## src/rtl/cdb_arbiter.sv

```systemverilog
// Round-robin arbiter granting up to three completed results per cycle onto the registered CDB lanes.
// Optional performance counters are compiled in when CDB_ARB_PERF_EN is defined.
module cdb_arbiter #(
    parameter int NUM_REQ   = 4,
    parameter int NUM_LANES = 3
) (
    input  logic                     clk,
    input  logic                     reset,
    input  logic                     en,
    input  logic [NUM_REQ-1:0]       req_valid,
    input  logic [32*NUM_REQ-1:0]    req_data,
    input  logic [8*NUM_REQ-1:0]     req_tag,
    output logic [NUM_REQ-1:0]       req_grant,
    output logic [32*NUM_LANES-1:0]  CDB_data_serialized,
    output logic [8*NUM_LANES-1:0]   CDB_tag_serialized,
    output logic                     proto_err
`ifdef CDB_ARB_PERF_EN
    ,
    output logic [31:0]              perf_busy_cycles,
    output logic [31:0]              perf_full_cycles,
    output logic [31:0]              perf_stall_cycles
`endif
);

    localparam int PTR_W = (NUM_REQ > 1) ? $clog2(NUM_REQ) : 1;

    logic [PTR_W-1:0]         rr_ptr;
    logic [PTR_W-1:0]         rr_ptr_nxt;
    logic [PTR_W-1:0]         lane_idx [NUM_LANES];
    logic [NUM_LANES-1:0]     lane_vld;
    logic [NUM_REQ-1:0]       grant;
    logic [1:0]               n_used;
    logic [PTR_W:0]           scan;
    logic [PTR_W-1:0]         idx;
    logic [PTR_W-1:0]         last_idx;
    logic [32*NUM_LANES-1:0]  cdb_data_nxt;
    logic [8*NUM_LANES-1:0]   cdb_tag_nxt;
    logic                     tag_err;

    // Scan from rr_ptr with an explicit wrap so non-power-of-two NUM_REQ works.
    always_comb begin
        grant    = '0;
        lane_vld = '0;
        n_used   = '0;
        last_idx = rr_ptr;
        scan     = '0;
        idx      = '0;
        for (int l = 0; l < NUM_LANES; l++) lane_idx[l] = '0;
        if (en && !reset) begin
            for (int k = 0; k < NUM_REQ; k++) begin
                scan = {1'b0, rr_ptr} + (PTR_W+1)'(k);
                if (scan >= (PTR_W+1)'(NUM_REQ))
                    scan = scan - (PTR_W+1)'(NUM_REQ);
                idx = scan[PTR_W-1:0];
                if (req_valid[idx] && (n_used < 2'(NUM_LANES))) begin
                    grant[idx]       = 1'b1;
                    lane_idx[n_used] = idx;
                    lane_vld[n_used] = 1'b1;
                    last_idx         = idx;
                    n_used           = n_used + 2'd1;
                end
            end
        end
    end

    assign req_grant  = grant;
    assign rr_ptr_nxt = (last_idx == PTR_W'(NUM_REQ - 1)) ? '0 : last_idx + PTR_W'(1);

    // Lane 0 sits in the most significant slice of each serialized bus.
    always_comb begin
        cdb_data_nxt = '0;
        cdb_tag_nxt  = '0;
        tag_err      = 1'b0;
        for (int l = 0; l < NUM_LANES; l++) begin
            for (int r = 0; r < NUM_REQ; r++) begin
                if (lane_vld[l] && (lane_idx[l] == PTR_W'(r))) begin
                    cdb_data_nxt[32*(NUM_LANES-1-l) +: 32] = req_data[32*r +: 32];
                    cdb_tag_nxt[8*(NUM_LANES-1-l) +: 8]    = req_tag[8*r +: 8];
                end
            end
        end
        for (int r = 0; r < NUM_REQ; r++) begin
            if (req_valid[r] && !req_tag[8*r+7]) tag_err = 1'b1;
        end
    end

    always_ff @(posedge clk) begin
        if (reset) begin
            rr_ptr              <= '0;
            CDB_data_serialized <= '0;
            CDB_tag_serialized  <= '0;
            proto_err           <= 1'b0;
        end else begin
            proto_err <= proto_err | tag_err;
            if (en) begin
                CDB_data_serialized <= cdb_data_nxt;
                CDB_tag_serialized  <= cdb_tag_nxt;
                if (|grant) rr_ptr <= rr_ptr_nxt;
            end else begin
                CDB_data_serialized <= '0;
                CDB_tag_serialized  <= '0;
            end
        end
    end

`ifdef CDB_ARB_PERF_EN
    always_ff @(posedge clk) begin
        if (reset) begin
            perf_busy_cycles  <= '0;
            perf_full_cycles  <= '0;
            perf_stall_cycles <= '0;
        end else if (en) begin
            if ((|grant) && !(&perf_busy_cycles))
                perf_busy_cycles <= perf_busy_cycles + 32'd1;
            if ((n_used == 2'(NUM_LANES)) && !(&perf_full_cycles))
                perf_full_cycles <= perf_full_cycles + 32'd1;
            if ((|(req_valid & ~grant)) && !(&perf_stall_cycles))
                perf_stall_cycles <= perf_stall_cycles + 32'd1;
        end
    end
`endif

endmodule

```

## config.mk

```make
export PLATFORM = sky130hd
export DESIGN_NAME = cdb_arbiter
export DESIGN_NICKNAME = d
export VERILOG_FILES = /design/src/rtl/cdb_arbiter.sv
export SDC_FILE = /design/constraint.sdc
export NUM_CORES = 1
export LEC_CHECK = 0
export ABC_AREA = 1
export CAP_MARGIN = 30
export CELL_PAD_IN_SITES_DETAIL_PLACEMENT = 0
export CELL_PAD_IN_SITES_GLOBAL_PLACEMENT = 1
export CORE_ASPECT_RATIO = 0.75
export CORE_MARGIN = 2
export CORE_UTILIZATION = 31
export CTS_BUF_LIST = sky130_fd_sc_hd__clkbuf_2
export CTS_CLUSTER_SIZE = 10
export DETAILED_ROUTE_END_ITERATION = 8
export PLACE_DENSITY = 0.8
export SLEW_MARGIN = 20
export SYNTH_ARGS = -nofsm -noshare
export SYNTH_HDL_FRONTEND = slang
export SYNTH_SLANG_ARGS = --single-unit
```

## constraint.sdc

```tcl
create_clock -name clk -period 4.72 [get_ports clk]
set_clock_uncertainty 0.1 [all_clocks]
set_input_delay 0.944 -clock clk [delete_from_list [all_inputs] [get_ports clk]]
set_output_delay 0.944 -clock clk [all_outputs]
set_load 0.01 [all_outputs]
```

* Word level (Yosys, flattened, before mapping)
Cells that the tools add are included.
Word-level totals: register bits after elaboration 123, bits in latches 0, memory bits (writable) 0, bits in read-only memories 0, input port bits 167, output and inout bits 125, word-level logic and storage cells 206, memories kept 0
Cells by class: $add $sub $neg 10, multiply operators 0, div/mod/pow operators 0, order comparisons 27, equality and inequality tests 10, shift-type cells 0, mux-type cells 103, bitwise logic cells 11, reduce and logical (&&, ||, !) cells 41
Operator list (count):
- 32-bit 2-to-1 mux | 12
- 8-bit 2-to-1 mux | 12
- 2-bit 2-to-1 mux | 24
- 6-bit 2-to-1 mux | 6
- 4-bit 2-to-1 mux | 8
- 1-bit logical AND | 30
- 2-bit by 3-bit less-than comparator with 1-bit output (second input constant) | 7
- 6-bit bitwise mux | 3
- 3-bit greater-or-equal comparator (second input constant) | 6
- 1-bit 2-to-1 mux | 18
- 3-bit 2-to-1 mux | 6
- 1-bit demux with 2-bit select | 7
- 2-bit == test (second input constant) | 7
- 2-bit by 1-bit greater-or-equal comparator with 1-bit output (second input constant) | 7
- 2-bit demux with 2-bit select | 3
- 4-bit bitwise OR | 3
- 3-bit by 1-bit less-than comparator with 1-bit output (second input constant) | 3
- 2-bit NOT with 3-bit output | 3
- 1-bit binary-select mux with 2-bit select | 4
- 2-bit by 1-bit subtractor with 2-bit output (second input constant) | 4
- 2-bit by 1-bit adder with 2-bit output (second input constant) | 3
- 2-bit by 2-bit adder with 3-bit output (second input constant) | 2
- 2-bit by 1-bit == test with 1-bit output (second input constant) | 3
- 2-bit logical NOT | 3
- 11 further kinds | 18

* Longest topological paths before layout
depth in word-level cells 29, depth in mapped cells 24, depth with buffers taken out 20

* Worst setup path before layout
Ideal clock, no wire load.
kind register to output, start register rr_ptr[0], end output req_grant[0], arrival 2.629 ns, required time 3.676 ns, setup slack 1.047 ns, cell stages (with the launch flop) 19, buffers on the path 2, path through dfxtp_1 -> buf_4 -> inv_4 -> buf_6 -> ha_1 -> inv_1 -> nand3_1 -> nand2_1 -> inv_1 -> ha_1 -> inv_1 -> nand3_1 -> nand2_2 -> nand2_2 -> nand2_4 -> nand2_1 -> nand2_1 -> nand2_1 -> inv_1
Between the ends: cells in the longest elaborated chain, start to end 19, elaborated cells on any way between the ends 72, those cells by class add/sub: 9; order compare: 15; mux: 38; bitwise: 3; reduce/logical: 7
RTL lines:
- start, declared | RTL line 27 | logic [PTR_W-1:0] rr_ptr;
- start signal, assigned | RTL line 98 | if (|grant) rr_ptr <= rr_ptr_nxt;
- 2-bit by 3-bit greater-or-equal comparator with 1-bit output / 2-bit by 1-bit subtractor with 2-bit output (equally long branches) | RTL line 52, 53
- 2-bit 2-to-1 mux | RTL line 52 | if (scan >= (PTR_W+1)'(NUM_REQ))
- 2-bit 2-to-1 mux | RTL line 49 | if (en && !reset) begin
- 1-bit binary-select mux with 2-bit select | RTL line 55 | if (req_valid[idx] && (n_used < 2'(NUM_LANES))) begin
- 1-bit 2-to-1 mux (implied by the code) | RTL line 55
- 1-bit 2-to-1 mux | RTL line 55
- 2-bit 2-to-1 mux | RTL line 49
- 2-bit less-than comparator | RTL line 55
- (+3 left out)
- 2-bit less-than comparator | RTL line 55
- 1-bit logical AND | RTL line 55
- 2-bit 2-to-1 mux | RTL line 55
- 2-bit 2-to-1 mux | RTL line 49
- 2-bit less-than comparator | RTL line 55
- 1-bit logical AND | RTL line 55
- 4-bit 2-to-1 mux (*) | RTL line 55
- 4-bit 2-to-1 mux (*) | RTL line 49
- end, declared | RTL line 13 | output logic [NUM_REQ-1:0] req_grant,
Every way passes the cells marked *; elsewhere a longest branch is shown, timed or not. The select of a mux whose other input is x is not followed.

* Final worst setup path
start input req_valid[3], end output req_grant[2]
Between the ends: cells in the longest elaborated chain, start to end 16, elaborated cells on any way between the ends 33, those cells by class add/sub: 2; order compare: 3; mux: 22; bitwise: 3; reduce/logical: 3
RTL lines:
- start, declared | RTL line 10 | input logic [NUM_REQ-1:0] req_valid,
- 1-bit binary-select mux with 2-bit select | RTL line 55
- 1-bit 2-to-1 mux (implied by the code) | RTL line 55
- 1-bit 2-to-1 mux | RTL line 55
- 2-bit 2-to-1 mux | RTL line 49
- 2-bit less-than comparator | RTL line 55
- 1-bit logical AND | RTL line 55
- 2-bit 2-to-1 mux | RTL line 55
- 2-bit 2-to-1 mux | RTL line 49
- 2-bit less-than comparator | RTL line 55
- 1-bit logical AND | RTL line 55
- 2-bit 2-to-1 mux | RTL line 55
- 2-bit 2-to-1 mux | RTL line 49
- 2-bit less-than comparator | RTL line 55
- 1-bit logical AND | RTL line 55
- 4-bit 2-to-1 mux (*) | RTL line 55
- 4-bit 2-to-1 mux (*) | RTL line 49
Marked as above.

==> flow_summary.yaml <==
status:
  outcome: "complete, no violations"
power:
  power_density_nw_per_um2: 621.1
  swShare_pct: 52.84
  peakVddDrop_v: 0.0005396
  leakagePower_nw: 4.620
  p_clk_share_pct: 10.6
  p_seq_share_pct: 21.4
  p_comb_share_pct: 68.1
  p_int_w: 0.003358
  switchingPower_w: 0.003762
synthesis:
  synth_cell_types: 33
  yosys_most_used_dff: "dfxtp_1"
  syn-cell-area_um2: 7998
  syn_avg_cell_area_um2: 6.760
  muxShareOfSynthArea_pct: 0
  netlist.area_leader.share_pct: 30.90
  ys_ff_latch: 123
  syn-num-nets: 1363
  ys_seq_area_share_pct: 30.79
  synth_compound_area_share_pct: 1.298
  syn-instance-count: 1183
  synthSimpleGateAreaFrac_pct: 53.38
  synth_most_common_cell: "nand4_1"
  synthTopCellsByCount: "395 x nand4_1, 268 x nand2_1, 123 x dfxtp_1, 94 x nand3_1, 91 x inv_1"
  synth_top_family_by_area: "simple AND/OR/NAND/NOR gates"
  synth_area_leaders: "nand4_1 31%, dfxtp_1 31%, nand2_1 13%"
  synth_edf_count: 0
  synth_warnings: 0
  synth_xor_area_share_pct: 0
  synthAdderAreaFrac_pct: 2.128
  async_reset_ff_share_pct: 0
  synth_area_leader_cell: "nand4_1"
global_route:
  use_met3_pct: 6.636
  grt_max_degree: 108
  grt_util_met2_pct: 40.43
  globalRouteTotalUtil_pct: 26.04
  grt.met1_usage_pct: 35.48
  grt_antenna_before_repair: 1
  grt_pass1_wl_um: 54740
  grt-ovfl-total: 0
  grt_pass1_vias: 9303
  grt_most_used_layer: "met2"
worst_setup_path:
  critical_path.startpoint: "req_valid[3]"
  r2r-end: "CDB_data_serialized[4]"
  crit_path_frequent_cell: "nand2_1"
  worstSetupStartpointType: "input pin"
  cp.depth: 14
  cpPeakStageDelay_ns: 0.56
  cp_top_family: "buffers and inverters"
  r2r_slack_ns: 1.22
  worstPathRequired_ns: 3.68
  crit_fanout: 6
  r2r-start: "rr_ptr[1]"
  cp-endpoint: "req_grant[2]"
  endpoint_kind: "output pin"
  crit_buf_inv: 5
  crit_chain: "clkdlybuf4s50_1 -> inv_2 -> nand2_1 -> nand3_2 -> nand2_2 -> inv_1 -> fa_1 -> nand2_2 -> nand2_4 -> nand2_1 -> nand2_1 -> nand2_1 -> inv_1 -> clkdlybuf4s50_1"
  cp_slowest_cell: "fa_1"
  worstSetupPathType: "input pin to output pin"
  r2r_cells: 14
  crit_arrival_ns: 3.46
sta:
  fin_tns_setup_ns: 0
  holdWs_ns: 0.4421
  period_share_pct: 95.43
  worstMarginPinSlew_ns: 0.7169
  post-route-min-period_ns: 4.504
  hold_viol_final: 0
  setup_viol: 0
  slew-limit-headroom_pct: 52.03
  rsz0062_at_grt: "no"
  finalMaxSlewViolations: 0
  fmax_mhz: 222.0
floorplanning:
  initial_utilization_pct: 31.80
  die-area_um2: 27110
  std_cell_rows: 50
  core_area_um2: 25150
  fp.dieW_um: 189.5
  pin_count: 292
  die_y_um: 143.1
clocking:
  path_clk_slew_ns: 0.21
  root_buffer: "clkbuf_2"
  cts_buffers: 17
  cts_tree: "built"
  h-tree-depth: 4
  clk-insertion-delay-late_ns: 0.76
  ctsLongestPathBuffers: 2
  clock-sinks: 123
routing:
  routedWlPerCell_um: 20.69
  wl_um: 36520
  drcViolationCount: 0
  first_pass_iters: 9
  viasPerCell: 5.843
  ant_nets: 0
  first_iter_violations: 1317
  via_count: 10310
worst_hold_path:
  hold_class: "flop to flop"
run:
  cap_violations: 0
cells_and_area:
  fin_nets: 1593
  syn2layout_area_growth_pct: 43.32
  drive_above_1_share_pct: 8.415
  fillers: 2566
placed_design:
  hpwlAfterDp_um: 24060
  portBuffers: 291
  gp_congestion: 0.8966
stage by stage:
stage | cells | power (W) | worst slack [ns] | util [%] | cell area [um^2]
after floorplan | 1183 | 0.004304 | 1.047 | - | 7998
after global placement | 1728 | 0.006233 | 0.2435 | 44.28 | 11140
after detailed placement | 1728 | 0.006238 | 0.1970 | 44.28 | 11140
after CTS | 1761 | 0.007025 | 0.01047 | 45.32 | 11400
after global routing | 1764 | 0.007574 | 0.01469 | 45.57 | 11460
final | 1765 | 0.007119 | 0.2159 | 45.58 | 11460
timing repair:
action | in CTS | in global routing
hold endpoints to repair | 0 | 0
pin swaps | 0 | 2
endpoints found under the setup margin | 4 | 4
hold buffers | 0 | 0
resized for setup | 4 | 7
buffers inserted | 1 | 2
how the worst min path moves through the flow:
stage / end / cells after the start / startpoint / slack [ns]
2_1_floorplan: proto_err / 2 / proto_err / 0.42
3_3_place_gp: proto_err / 2 / proto_err / 0.38
3_5_place_dp: proto_err / 2 / proto_err / 0.40
4_1_cts: proto_err / 2 / proto_err / 0.44
5_1_grt: proto_err / 2 / proto_err / 0.49
6_report: proto_err / 2 / proto_err / 0.44
cell type report:
cell class,count,area [um^2],area share [%]
Sequential cell,123,2465,21.50
Inverter,100,382.9,3.340
Tap cell,338,422.9,3.690
Multi-Input combinational cell,837,4622,40.32
Antenna cell,1,2.502,0.02183
Clock inverter,13,148.9,1.299
Timing Repair Buffer,334,3323,28.99
Clock buffer,19,95.09,0.8296
metal layers:
metal | part of all wire [%] | up-vias
met4 | 1.7 | 0
met1 | 43 | 4867
met3 | 11 | 61
met5 | 0 | -
li1 | - | 4749
met2 | 44 | 636
flip-flops by register name (all words and copies together) (netlist names):
register,flops
proto_err,1
rr_ptr,2
CDB_data_serialized,96
CDB_tag_serialized,24
placed cells by master, fill, tap and decap left out, types with 11 or more instances in the layout:
cell type,n
ha_1,11
inv_1,90
nand2_1,267
buf_4,36
nand3_1,92
dfxtp_1,121
nor2_1,17
clkbuf_2,19
nand2_2,13
nand4_1,395
clkdlybuf4s50_1,291
worst reg2reg max path: cells and delay by family (launching register included):
kind                     cells  cell delay (ns)
flip-flops                   1             0.40
AO/OA/AOI/OAI                1             0.40
buffers and inverters        4             0.56
AND/OR/NAND/NOR              7             0.95
adder cells (fa/ha/maj)      2             0.94
logic make-up after synthesis:
group,count (synthesis)
simple gates,807
compound gates,17
buf+inv,223
flops,123
fa+ha+maj,13
power groups by stage:
stage / Combinational (W) / Clock (W) / Sequential [W]
after floorplan: 0.00262 / 0 / 0.00169
after global placement: 0.00468 / 0 / 0.00156
after detailed placement: 0.00469 / 0 / 0.00154
after CTS: 0.00474 / 0.000765 / 0.00152
after global routing: 0.00521 / 0.000812 / 0.00155
final: 0.00485 / 0.000752 / 0.00152
No activity file was read; power rests on OpenSTA's default activity.
